--- config.mk ---
export PLATFORM = sky130hd
export DESIGN_NAME = alu_multicycle_flat
export DESIGN_NICKNAME = d
export VERILOG_FILES = /design/src/rtl/alu_multicycle_if.sv /design/src/rtl/alu_multicycle.sv /design/src/flat_wrapper.sv
export SDC_FILE = /design/constraint.sdc
export NUM_CORES = 1
export LEC_CHECK = 0
export CAP_MARGIN = 20
export CELL_PAD_IN_SITES_DETAIL_PLACEMENT = 0
export CELL_PAD_IN_SITES_GLOBAL_PLACEMENT = 1
export CORE_MARGIN = 2
export CORE_UTILIZATION = 44
export CTS_CLUSTER_SIZE = 8
export DETAILED_ROUTE_END_ITERATION = 6
export PLACE_DENSITY = 0.86
export SLEW_MARGIN = 15
export SYNTH_ARGS = -nofsm -noshare
export SYNTH_HDL_FRONTEND = slang
export SYNTH_SLANG_ARGS = --single-unit
--- constraint.sdc ---
create_clock -name clk -period 5.45 [get_ports clk]
set_input_delay 0.545 -clock clk [delete_from_list [all_inputs] [get_ports clk]]
set_output_delay 0.545 -clock clk [all_outputs]
set_load 0.02 [all_outputs]
--- src/rtl/alu_multicycle_if.sv ---
// Handshake and data bundle for alu_multicycle: operation request in,
// registered result, flags and completion pulse out.
interface alu_multicycle_if;
  logic        start;
  logic [3:0]  alu_ctrl;
  logic [31:0] a;
  logic [31:0] b;
  logic [31:0] result;
  logic        zero;
  logic        busy;
  logic        done;
  logic        illegal;

  modport master (
    output start, alu_ctrl, a, b,
    input  result, zero, busy, done, illegal
  );

  modport slave (
    input  start, alu_ctrl, a, b,
    output result, zero, busy, done, illegal
  );
endinterface

--- src/rtl/alu_multicycle.sv ---
// Small ALU: AND/OR/ADD/SUB complete in one cycle, MUL is an iterative
// shift-add over 32 cycles (one multiplier bit per cycle, LSB first).
module alu_multicycle (
  input  logic              clk,
  input  logic              reset,
  alu_multicycle_if.slave   bus
);

  typedef enum logic {IDLE, MUL} state_t;

  typedef enum logic [3:0] {
    OP_AND = 4'b0000,
    OP_OR  = 4'b0001,
    OP_ADD = 4'b0010,
    OP_SUB = 4'b0011,
    OP_MUL = 4'b0100
  } op_t;

  state_t      state, state_n;
  logic [5:0]  cnt, cnt_n;
  logic [31:0] acc, acc_n;
  logic [31:0] mcand, mcand_n;
  logic [31:0] mplier, mplier_n;
  logic [31:0] result_q, result_n;
  logic        zero_q, zero_n;
  logic        done_q, done_n;
  logic        ill_q, ill_n;
  logic [31:0] step;

  always_ff @(posedge clk) begin
    if (reset) begin
      state    <= IDLE;
      cnt      <= '0;
      acc      <= '0;
      mcand    <= '0;
      mplier   <= '0;
      result_q <= '0;
      zero_q   <= 1'b1;
      done_q   <= 1'b0;
      ill_q    <= 1'b0;
    end else begin
      state    <= state_n;
      cnt      <= cnt_n;
      acc      <= acc_n;
      mcand    <= mcand_n;
      mplier   <= mplier_n;
      result_q <= result_n;
      zero_q   <= zero_n;
      done_q   <= done_n;
      ill_q    <= ill_n;
    end
  end

  always_comb begin
    state_n  = state;
    cnt_n    = cnt;
    acc_n    = acc;
    mcand_n  = mcand;
    mplier_n = mplier;
    result_n = result_q;
    zero_n   = zero_q;
    done_n   = 1'b0;
    ill_n    = 1'b0;
    step     = acc + (mplier[0] ? mcand : '0);

    case (state)
      IDLE: begin
        if (bus.start) begin
          case (bus.alu_ctrl)
            OP_AND: begin result_n = bus.a & bus.b; done_n = 1'b1; end
            OP_OR:  begin result_n = bus.a | bus.b; done_n = 1'b1; end
            OP_ADD: begin result_n = bus.a + bus.b; done_n = 1'b1; end
            OP_SUB: begin result_n = bus.a - bus.b; done_n = 1'b1; end
            OP_MUL: begin
              state_n  = MUL;
              cnt_n    = '0;
              acc_n    = '0;
              mcand_n  = bus.a;
              mplier_n = bus.b;
            end
            default: begin
              result_n = '0;
              done_n   = 1'b1;
              ill_n    = 1'b1;
            end
          endcase
        end
      end
      MUL: begin
        acc_n    = step;
        mcand_n  = mcand << 1;
        mplier_n = mplier >> 1;
        cnt_n    = cnt + 6'd1;
        // Last bit is folded into the result directly so result lands on E32.
        if (cnt == 6'd31) begin
          state_n  = IDLE;
          result_n = step;
          done_n   = 1'b1;
        end
      end
      default: state_n = IDLE;
    endcase

    // zero tracks result only when an operation completes; it holds otherwise.
    if (done_n) zero_n = (result_n == '0);
  end

  assign bus.result  = result_q;
  assign bus.zero    = zero_q;
  assign bus.busy    = (state == MUL);
  assign bus.done    = done_q;
  assign bus.illegal = ill_q;

endmodule

--- src/flat_wrapper.sv ---
// flat-port wrapper written by rule: the top's interface ports become plain ports
module alu_multicycle_flat 
  (clk, reset, bus_start, bus_alu_ctrl, bus_a, bus_b, bus_result, bus_zero, bus_busy, bus_done, bus_illegal);
  alu_multicycle_if bus_i ();
  input  logic clk;
  input  logic reset;
  input wire logic [$bits(bus_i.start)-1:0] bus_start;
  input wire logic [$bits(bus_i.alu_ctrl)-1:0] bus_alu_ctrl;
  input wire logic [$bits(bus_i.a)-1:0] bus_a;
  input wire logic [$bits(bus_i.b)-1:0] bus_b;
  output wire logic [$bits(bus_i.result)-1:0] bus_result;
  output wire logic [$bits(bus_i.zero)-1:0] bus_zero;
  output wire logic [$bits(bus_i.busy)-1:0] bus_busy;
  output wire logic [$bits(bus_i.done)-1:0] bus_done;
  output wire logic [$bits(bus_i.illegal)-1:0] bus_illegal;
  assign bus_i.start = bus_start;
  assign bus_i.alu_ctrl = bus_alu_ctrl;
  assign bus_i.a = bus_a;
  assign bus_i.b = bus_b;
  assign bus_result = bus_i.result;
  assign bus_zero = bus_i.zero;
  assign bus_busy = bus_i.busy;
  assign bus_done = bus_i.done;
  assign bus_illegal = bus_i.illegal;
  alu_multicycle u_core (.clk(clk), .reset(reset), .bus(bus_i));
endmodule
==> results of run 1 <==
==> where the power goes <==
part	switching (mW)	total, mW	internal (mW)
registers	0.0250	1.05	1.03
logic	0.367	0.624	0.257
clock network	0.509	1.22	0.708
==> logic make-up after synthesis <==
family,after synthesis
compound gates,512
buf+inv,129
xor+xnor,72
simple gates,469
fa+ha+maj,77
flops,138
mux,9
==> path summary, 6_finish.rpt <==
| check | startpoint | slack [ps] | depth (start not counted) | to |
|---|---|---|---|---|
| hold / removal | u_core.bus.result[4] | 470 | 2 | u_core.bus.result[4] |
| setup / recovery | bus_b[13] | 560 | 19 | u_core.bus.zero |
| setup reg to reg | u_core.mplier[0] | 1000 | 13 | u_core.bus.zero |
| hold reg to reg | u_core.bus.result[4] | 470 | 2 | u_core.bus.result[4] |
==> cell usage after synthesis, types with 4 or more instances <==
cell type / instances
o21ai_1: 8
buf_2: 12
a21oi_1: 114
and4_1: 5
a31oi_1: 26
ha_1: 66
a221oi_1: 6
nand3_1: 26
xor2_1: 26
xnor2_1: 46
nor3b_1: 4
nor2b_1: 16
a222oi_1: 71
o32a_1: 4
o31ai_1: 5
dfxtp_1: 138
and2_1: 36
a22oi_1: 50
o221ai_1: 6
o21bai_1: 7
buf_6: 6
or3_1: 20
nor4_1: 7
a21o_1: 41
o21ai_0: 82
a31o_2: 5
inv_1: 27
nor3_1: 20
or2_2: 7
a221o_1: 4
o211ai_1: 10
nand2_1: 93
clkbuf_1: 77
and3_1: 8
maj3_1: 8
o21a_1: 16
nand4_1: 20
mux2i_1: 9
a211oi_1: 12
a32oi_1: 6
nor2_1: 185
==> metrics by stage <==
stage                     setup slack (ps)  total power, mW  hold WS (ps)
after floorplan                        875             1.45           460
after global placement                 123             1.68           458
after detailed placement              68.1             1.68           463
after CTS                              474             2.90           472
after global routing                  21.1             3.01           511
final                                  560             2.89           472
==> critical path: stages <==
cell and delay, ps:
clkdlybuf4s50_1 490, or3_1 430, or3_1 370, nor3_2 190
nand3_1 140, nor2_1 220, nand3_1 160, o21ai_0 220
xor2_1 200, ha_1 330, a21o_1 190, a21o_1 190
a2111oi_0 420, nor3_1 110, a31oi_1 220, mux2i_1 110
a221oi_1 310, nand3_1 160, o31ai_2 240
==> layout make-up <==
type	instances	area [um2]	share of cell area
clock buffers	21	460	0.0358
well taps	324	405	0.0315
multi-input cells	1139	7660	0.596
inverters	28	105	0.00817
flip-flops and latches	138	2770	0.215
clock inverters	11	135	0.0105
repair buffers	142	1330	0.103
==> flip-flops by register name, indices dropped and copies added, names as in the netlist <==
register	cells
u_core.acc	32
u_core.bus.busy	1
u_core.bus.done	1
u_core.bus.illegal	1
u_core.bus.result	32
u_core.bus.zero	1
u_core.cnt	6
u_core.mcand	32
u_core.mplier	32
==> routing by layer <==
metal  wire (um)  vias up
li1            -     5470
met1       17100     5305
met2       15900      473
met3        3340       51
met4         956        0
met5           0        -
==> run_results.csv, run 1 <==
group,metric,value,unit
run_status,status,"finished, violations left",
run_status,violations,"DRC",
floorplan,pin_count,107,
cts,clk_pin_slew_worst_paths,60,ps
floorplan,die_height,162,um
drt,first_pass_iters,7,
cts,cts_tree,"yes",
final_layout,mostFrequentLayoutCells,"nor2_1, dfxtp_1, a21oi_1",
pwr,ir_drop,173,uV
global_route,met3_usage,0.0526,
logic_synthesis,netlist.top_cell.by_area,"dfxtp_1",
logic_synthesis,synth_cell_types,90,
logic_synthesis,syn_inst,1406,
cts,cts_hold_buf,0,
global_route,grt_use_total,0.282,
final_layout,final_nets,1605,
logic_synthesis,syn_avg_cell_area,7.78,um2
logic_synthesis,synth.net_count,1545,
global_route,grt_pass1_vias,10300,
final_layout,stdcell_area,12900,um2
drt,vias,11300,
setup_path,crit_type,"in2reg",
global_route,busiest_layer,"met2",
drt,wire_per_inst,20.7,um
placement,portBuffers,106,
drt,viasPerCell,6.27,
global_route,met1_usage,0.410,
setup_path,critPathLaunchType,"input port",
timing,max_freq,205,MHz
drt,drc,5,
logic_synthesis,async_reset_ff_frac,0,
cts,clk_latency,440,ps
timing,relSlewSlack,0.306,
drt,drtIter0Drc,1319,
timing,finClkSkew,15.1,ps
floorplan,die-area,26100,um2
logic_synthesis,synth_edf_count,0,
final_layout,utilization,0.527,
final_layout,n_antenna_cell,0,
cts,cts_buffers,17,
floorplan,die_x,162,um
final_layout,fillers,2371,
final_layout,final_cells,1803,
setup_path,worstPathMaxFanout,7,
placement,routabilityCongestion,0.925,
logic_synthesis,yosys_warnings,0,
global_route,grt_max_degree,81,
global_route,grt_util_met2,0.418,
global_route,grt_pass1_wl,58.0,mm
logic_synthesis,synth_compound_area_frac,0.335,
logic_synthesis,synth_mux_area_frac,0.00824,
setup_path,worstPathRequired,5810,ps
setup_path,worstPathArrival,5250,ps
logic_synthesis,synth_top_family_by_area,"compound AO/OA/AOI/OAI gates",
floorplan,initial_utilization,0.448,
logic_synthesis,yosysTopAreaCellShare,0.253,
cts,clock_path_buffers,2,
logic_synthesis,ys_ff_latch,138,
logic_synthesis,synth_fa_ha_area_frac,0.0875,
cts,postCtsSetupRepairBufs,0,
timing,setup_tns,0,ps
timing,final-hold-violation-count,0,
timing,rsz0062_at_grt,"false",
floorplan,num_rows,57,
final_layout,final_common_cell,"nor2_1",
logic_synthesis,synth_area,10900,um2
cts,cts_resized,0,
setup_path,end_kind,"flop",
cts,htree_levels,4,
logic_synthesis,synth-simple-area-share,0.209,
drt,drt-total-wl,37.3,mm
logic_synthesis,netlist_top_cells_area,"dfxtp_1, ha_1, a222oi_1",
placement,dp_cells,1771,
placement,hpwl,27.7,mm
global_route,antenna_found_initial,1,
timing,period_needed,4890,ps
timing,post-route-period-util,0.897,
logic_synthesis,yosysSeqAreaShare,0.253,
logic_synthesis,synth_xor_area_frac,0.0577,
job,max-cap-violations,0,
pwr,p_per_area,225,nW/um2
timing,maxSlewViolCount,0,
global_route,overflow,0,
worst_hold_path,hp-class,"reg2reg",
timing,setup_viol,0,
logic_synthesis,synthFlopType,"dfxtp_1",
timing,tightest_slew,1040,ps
drt,postRouteAntennaNets,0,
cts,clockRootBuffer,"clkbuf_16",
floorplan,core,24400,um2
final_layout,drive_above_1_share,0.0717,
pwr,leakage,5.01,nW
cts,cts.sinks,138,
final_layout,syn_to_final_growth,17.6,%
placement,place_area,12300,um2
No activity file was read; power rests on OpenSTA's default activity.
==> run 2, diff against run 1 <==
--- a/config.mk
+++ b/config.mk
@@ -12,7 +12,7 @@
 export CORE_UTILIZATION = 44
 export CTS_CLUSTER_SIZE = 8
 export DETAILED_ROUTE_END_ITERATION = 6
-export PLACE_DENSITY = 0.86
+export PLACE_DENSITY_LB_ADDON = 0.2
 export SLEW_MARGIN = 15
 export SYNTH_ARGS = -nofsm -noshare
 export SYNTH_HDL_FRONTEND = slang
==> run_results.csv, run 2 (synthesis results as in run 1) <==
group,metric,value,unit
global_route,grt_use_total,0.287,
setup_path,critPathLaunchType,"input port",
floorplan,initial_utilization,0.448,
global_route,overflow,0,
timing,relSlewSlack,0.283,
timing,setup_tns,0,ps
cts,clk_latency,440,ps
timing,max_freq,203,MHz
timing,hold_ws,488,ps
timing,rsz0062_at_grt,"false",
setup_path,crit_slowest_cell,"clkdlybuf4s50_1",
global_route,antenna_found_initial,0,
placement,portBuffers,106,
worst_hold_path,holdPathEnd,"u_core.bus.result[4]",
setup_path,end_kind,"flop",
global_route,grt_pass1_vias,10300,
drt,drtIter0Drc,1380,
drt,wire_per_inst,21.1,um
job,max-cap-violations,0,
final_layout,mostFrequentLayoutCells,"nor2_1, dfxtp_1, a21oi_1",
final_layout,drive_above_1_share,0.0730,
timing,final-hold-violation-count,0,
global_route,grt_max_degree,80,
final_layout,final_nets,1606,
timing,finClkSkew,11.6,ps
setup_path,worstPathArrival,5280,ps
pwr,ir_drop,187,uV
setup_path,slowest_delay,420,ps
setup_path,crit_type,"in2reg",
cts,cts_buffers,17,
cts,cts_resized,0,
drt,vias,11300,
worst_hold_path,holdPathStages,2,
placement,routabilityCongestion,0.914,
placement,hpwl,28.4,mm
final_layout,syn_to_final_growth,17.6,%
final_layout,fillers,2421,
drt,first_pass_iters,7,
cts,postCtsSetupRepairBufs,0,
timing,setup_viol,0,
setup_path,r2r_end,"u_core.bus.zero",
timing,period_needed,4930,ps
cts,clock_path_buffers,2,
timing,post-route-period-util,0.904,
cts,cts.sinks,138,
final_layout,final_common_cell,"nor2_1",
cts,clockRootBuffer,"clkbuf_16",
setup_path,r2r-start,"u_core.mplier[0]",
floorplan,die_x,162,um
final_layout,n_antenna_cell,0,
cts,clk_pin_slew_worst_paths,70,ps
cts,cts_tree,"yes",
drt,viasPerCell,6.27,
floorplan,core,24400,um2
floorplan,die_height,162,um
setup_path,crit_buf_inv,1,
cts,htree_levels,4,
floorplan,num_rows,57,
setup_path,r2r_slack,940,ps
setup_path,cp_top_family,"compound AO/OA/AOI/OAI gates",
drt,postRouteAntennaNets,0,
pwr,leakage,5.00,nW
global_route,grt_pass1_wl,58.7,mm
setup_path,ff2ff_path_depth,13,
worst_hold_path,hp-class,"reg2reg",
run_status,status,"complete, no violations",
worst_hold_path,min_from,"u_core.bus.result[4]",
cts,cts_hold_buf,0,
setup_path,worstPathRequired,5800,ps
timing,maxSlewViolCount,0,
setup_path,worstPathCellList,"clkdlybuf4s50_1 > nor3_1 > nand2_1 > nor4_1 > nand3b_1 > or2_2 > o21ai_0 > xor2_1 > ha_1 > a21oi_1 > o21ai_0 > a21oi_1 > nor3_1 > a2111oi_0 > a22oi_1 > a2111oi_4 > nand4_1 > and4bb_1 > nand4_1 > o31ai_2",
setup_path,worstPathMaxFanout,5,
drt,drc,0,
drt,drt-total-wl,38.1,mm
pwr,p_per_area,222,nW/um2
floorplan,die-area,26100,um2
timing,tightest_slew,1070,ps
floorplan,pin_count,107,
-- run 2: how the worst max path moves through the flow --
stage | start | endpoint | depth (start not counted)
2_1_floorplan | bus_b[2] | u_core.bus.zero | 21
3_3_place_gp | bus_b[4] | u_core.bus.zero | 20
3_5_place_dp | bus_b[4] | u_core.bus.zero | 20
4_1_cts | bus_b[4] | u_core.bus.zero | 20
5_1_grt | bus_b[4] | u_core.bus.zero | 20
6_report | bus_b[4] | u_core.bus.zero | 20
-- run 2: per-stage QoR --
step                instance area, um2  power, mW  utilization  cells  setup slack [ps]
floorplan                        10900       1.45            -   1406               875
finish                           12900       2.85        0.527   1804               521
detailed placement               12300       1.68        0.504   1772               100
CTS                              12900       2.86        0.527   1804               525
global route                     12900       2.97        0.527   1804              17.1
global placement                 12300       1.69        0.503   1771               235
-- run 2: power by group --
part	internal, mW	leakage, nW	switching (mW)
Sequential	1.03	1.12	0.0245
Clock	0.646	0.277	0.532
Combinational	0.254	3.61	0.370
Total	1.93	5.00	0.927
-- run 2: per-layer routing --
layer  share of wire  vias up  track usage
li1                -     5475            -
met1            0.47     5295        0.428
met2            0.42      487        0.418
met3           0.086       49       0.0523
met4           0.024        0       0.0889
met5               0        -            0
-- run 2: layout make-up --
cell class	count	area (um2)	area share
clock buffers	17	425	0.0331
clock inverters	15	153	0.0119
inverters	28	105	0.00817
multi-input cells	1139	7660	0.595
flip-flops and latches	138	2770	0.215
well taps	324	405	0.0315
repair buffers	143	1350	0.105
-- run 2: worst min-delay path, stage by stage (launching register included) --
cell     delay [ps]
dfxtp_1         330
nand2_1          60
a21oi_1          60
==> run 3, diff against run 2 <==
--- a/config.mk
+++ b/config.mk
@@ -12,7 +12,7 @@
 export CORE_UTILIZATION = 44
 export CTS_CLUSTER_SIZE = 8
 export DETAILED_ROUTE_END_ITERATION = 6
-export PLACE_DENSITY_LB_ADDON = 0.2
+export PLACE_DENSITY_LB_ADDON = 0.1
 export SLEW_MARGIN = 15
 export SYNTH_ARGS = -nofsm -noshare
 export SYNTH_HDL_FRONTEND = slang
==> run_results.csv, run 3 (synthesis results as in run 1) <==
group,metric,value,unit
setup_path,path_common_cell,"nand3_1",
cts,cts_buffers,17,
placement,place_area,12300,um2
cts,clk_latency,430,ps
cts,postCtsSetupRepairBufs,0,
cts,clock_path_buffers,2,
final_layout,final_cells,1803,
final_layout,syn_to_final_growth,17.5,%
pwr,ir_drop,143,uV
final_layout,utilization,0.527,
timing,maxSlewViolCount,0,
setup_path,critPathLaunchType,"input port",
setup_path,worstPathMaxFanout,7,
floorplan,die_height,162,um
drt,drt-total-wl,38.2,mm
setup_path,startpoint,"bus_b[13]",
timing,setup_viol,0,
run_status,status,"complete, no violations",
final_layout,seq_area,2770,um2
timing,max_freq,203,MHz
worst_hold_path,min_from,"u_core.bus.result[4]",
global_route,busiest_layer,"met1",
setup_path,worstPathCellList,"clkdlybuf4s50_1 > or3_1 > or3_1 > nor3_2 > nand3_1 > nor2_1 > nand3_1 > o21ai_0 > xor2_1 > ha_1 > a21o_1 > a21o_1 > a2111oi_0 > nor3_1 > a31oi_1 > mux2i_1 > a221oi_1 > nand3_1 > o31ai_2",
global_route,met3_usage,0.0470,
cts,cts_hold_buf,0,
drt,drc,0,
placement,routabilityCongestion,0.922,
global_route,met1_usage,0.439,
drt,viasPerCell,6.27,
drt,first_pass_iters,6,
timing,period_needed,4930,ps
final_layout,final_common_cell,"nor2_1",
floorplan,die-area,26100,um2
global_route,grt_util_met2,0.427,
final_layout,fillers,2491,
global_route,grt_max_degree,81,
timing,rsz0062_at_grt,"false",
drt,wire_per_inst,21.2,um
global_route,grt_pass1_vias,10100,
cts,cts.sinks,138,
timing,setup_tns,0,ps
final_layout,drive_above_1_share,0.0723,
setup_path,worstPathRequired,5800,ps
drt,postRouteAntennaNets,0,
final_layout,n_antenna_cell,0,
setup_path,r2r-start,"u_core.mplier[0]",
floorplan,core,24400,um2
placement,hpwl,28.6,mm
cts,cts_resized,0,
setup_path,slowest_delay,480,ps
pwr,leakage,4.99,nW
job,max-cap-violations,0,
timing,post-route-period-util,0.905,
timing,tightest_slew,1020,ps
placement,dp_cells,1772,
setup_path,r2r_slack,1040,ps
final_layout,stdcell_area,12800,um2
timing,relSlewSlack,0.318,
floorplan,die_x,162,um
cts,cts_tree,"yes",
timing,hold_ws,458,ps
drt,drtIter0Drc,1421,
placement,portBuffers,106,
drt,vias,11300,
floorplan,initial_utilization,0.448,
final_layout,mostFrequentLayoutCells,"nor2_1, dfxtp_1, a21oi_1",
global_route,grt_pass1_wl,59.4,mm
cts,htree_levels,4,
final_layout,final_nets,1606,
worst_hold_path,hp-class,"reg2reg",
global_route,antenna_found_initial,0,
cts,clockRootBuffer,"clkbuf_16",
cts,clk_pin_slew_worst_paths,70,ps
setup_path,end_kind,"flop",
global_route,grt_use_total,0.290,
setup_path,crit_slowest_cell,"clkdlybuf4s50_1",
pwr,p_per_area,220,nW/um2
floorplan,num_rows,57,
setup_path,worstPathArrival,5280,ps
timing,finClkSkew,10.8,ps
global_route,overflow,0,
floorplan,pin_count,107,
timing,final-hold-violation-count,0,
setup_path,crit_type,"in2reg",
final_layout,multi_input_area,7660,um2
[run 3: report_power, final]
group	switching, mW	leakage, nW	total, mW	internal [mW]
combinational	0.370	3.61	0.627	0.257
sequential	0.0235	1.12	1.05	1.03
clock	0.524	0.265	1.15	0.631
[run 3: cell type report]
class | instances | area share
tap | 324 | 0.0315
multi-input combinational | 1139 | 0.596
clock inverter | 13 | 0.00935
sequential | 138 | 0.215
inverter | 28 | 0.00818
timing repair buffer | 143 | 0.106
clock buffer | 18 | 0.0334
[run 3: stage by stage]
stage	total power [mW]	setup slack (ps)
finish	2.83	519
global route	2.95	52.8
CTS	2.83	551
detailed placement	1.69	144
global placement	1.69	266
floorplan	1.45	875
[run 3: worst max-delay path, delay by kind of cell]
family / cells / cell delay (ps)
AO/OA/AOI/OAI: 7 / 1860
AND/OR/NAND/NOR: 8 / 1740
buffers and inverters: 1 / 480
adder cells (fa/ha/maj): 1 / 330
XOR/XNOR: 1 / 190
multiplexers: 1 / 110
[run 3: final timing paths]
path / endpoint / cells past startpoint
hold reg to reg: u_core.bus.result[4] / 2
hold / removal: u_core.bus.result[4] / 2
setup / recovery: u_core.bus.zero / 19
setup reg to reg: u_core.bus.zero / 13
[run 3: routing by layer]
layer,vias to the layer above,routed length (um)
met5,-,0
li1,5477,-
met1,5329,18300
met3,38,3010
met4,0,708
met2,460,16200
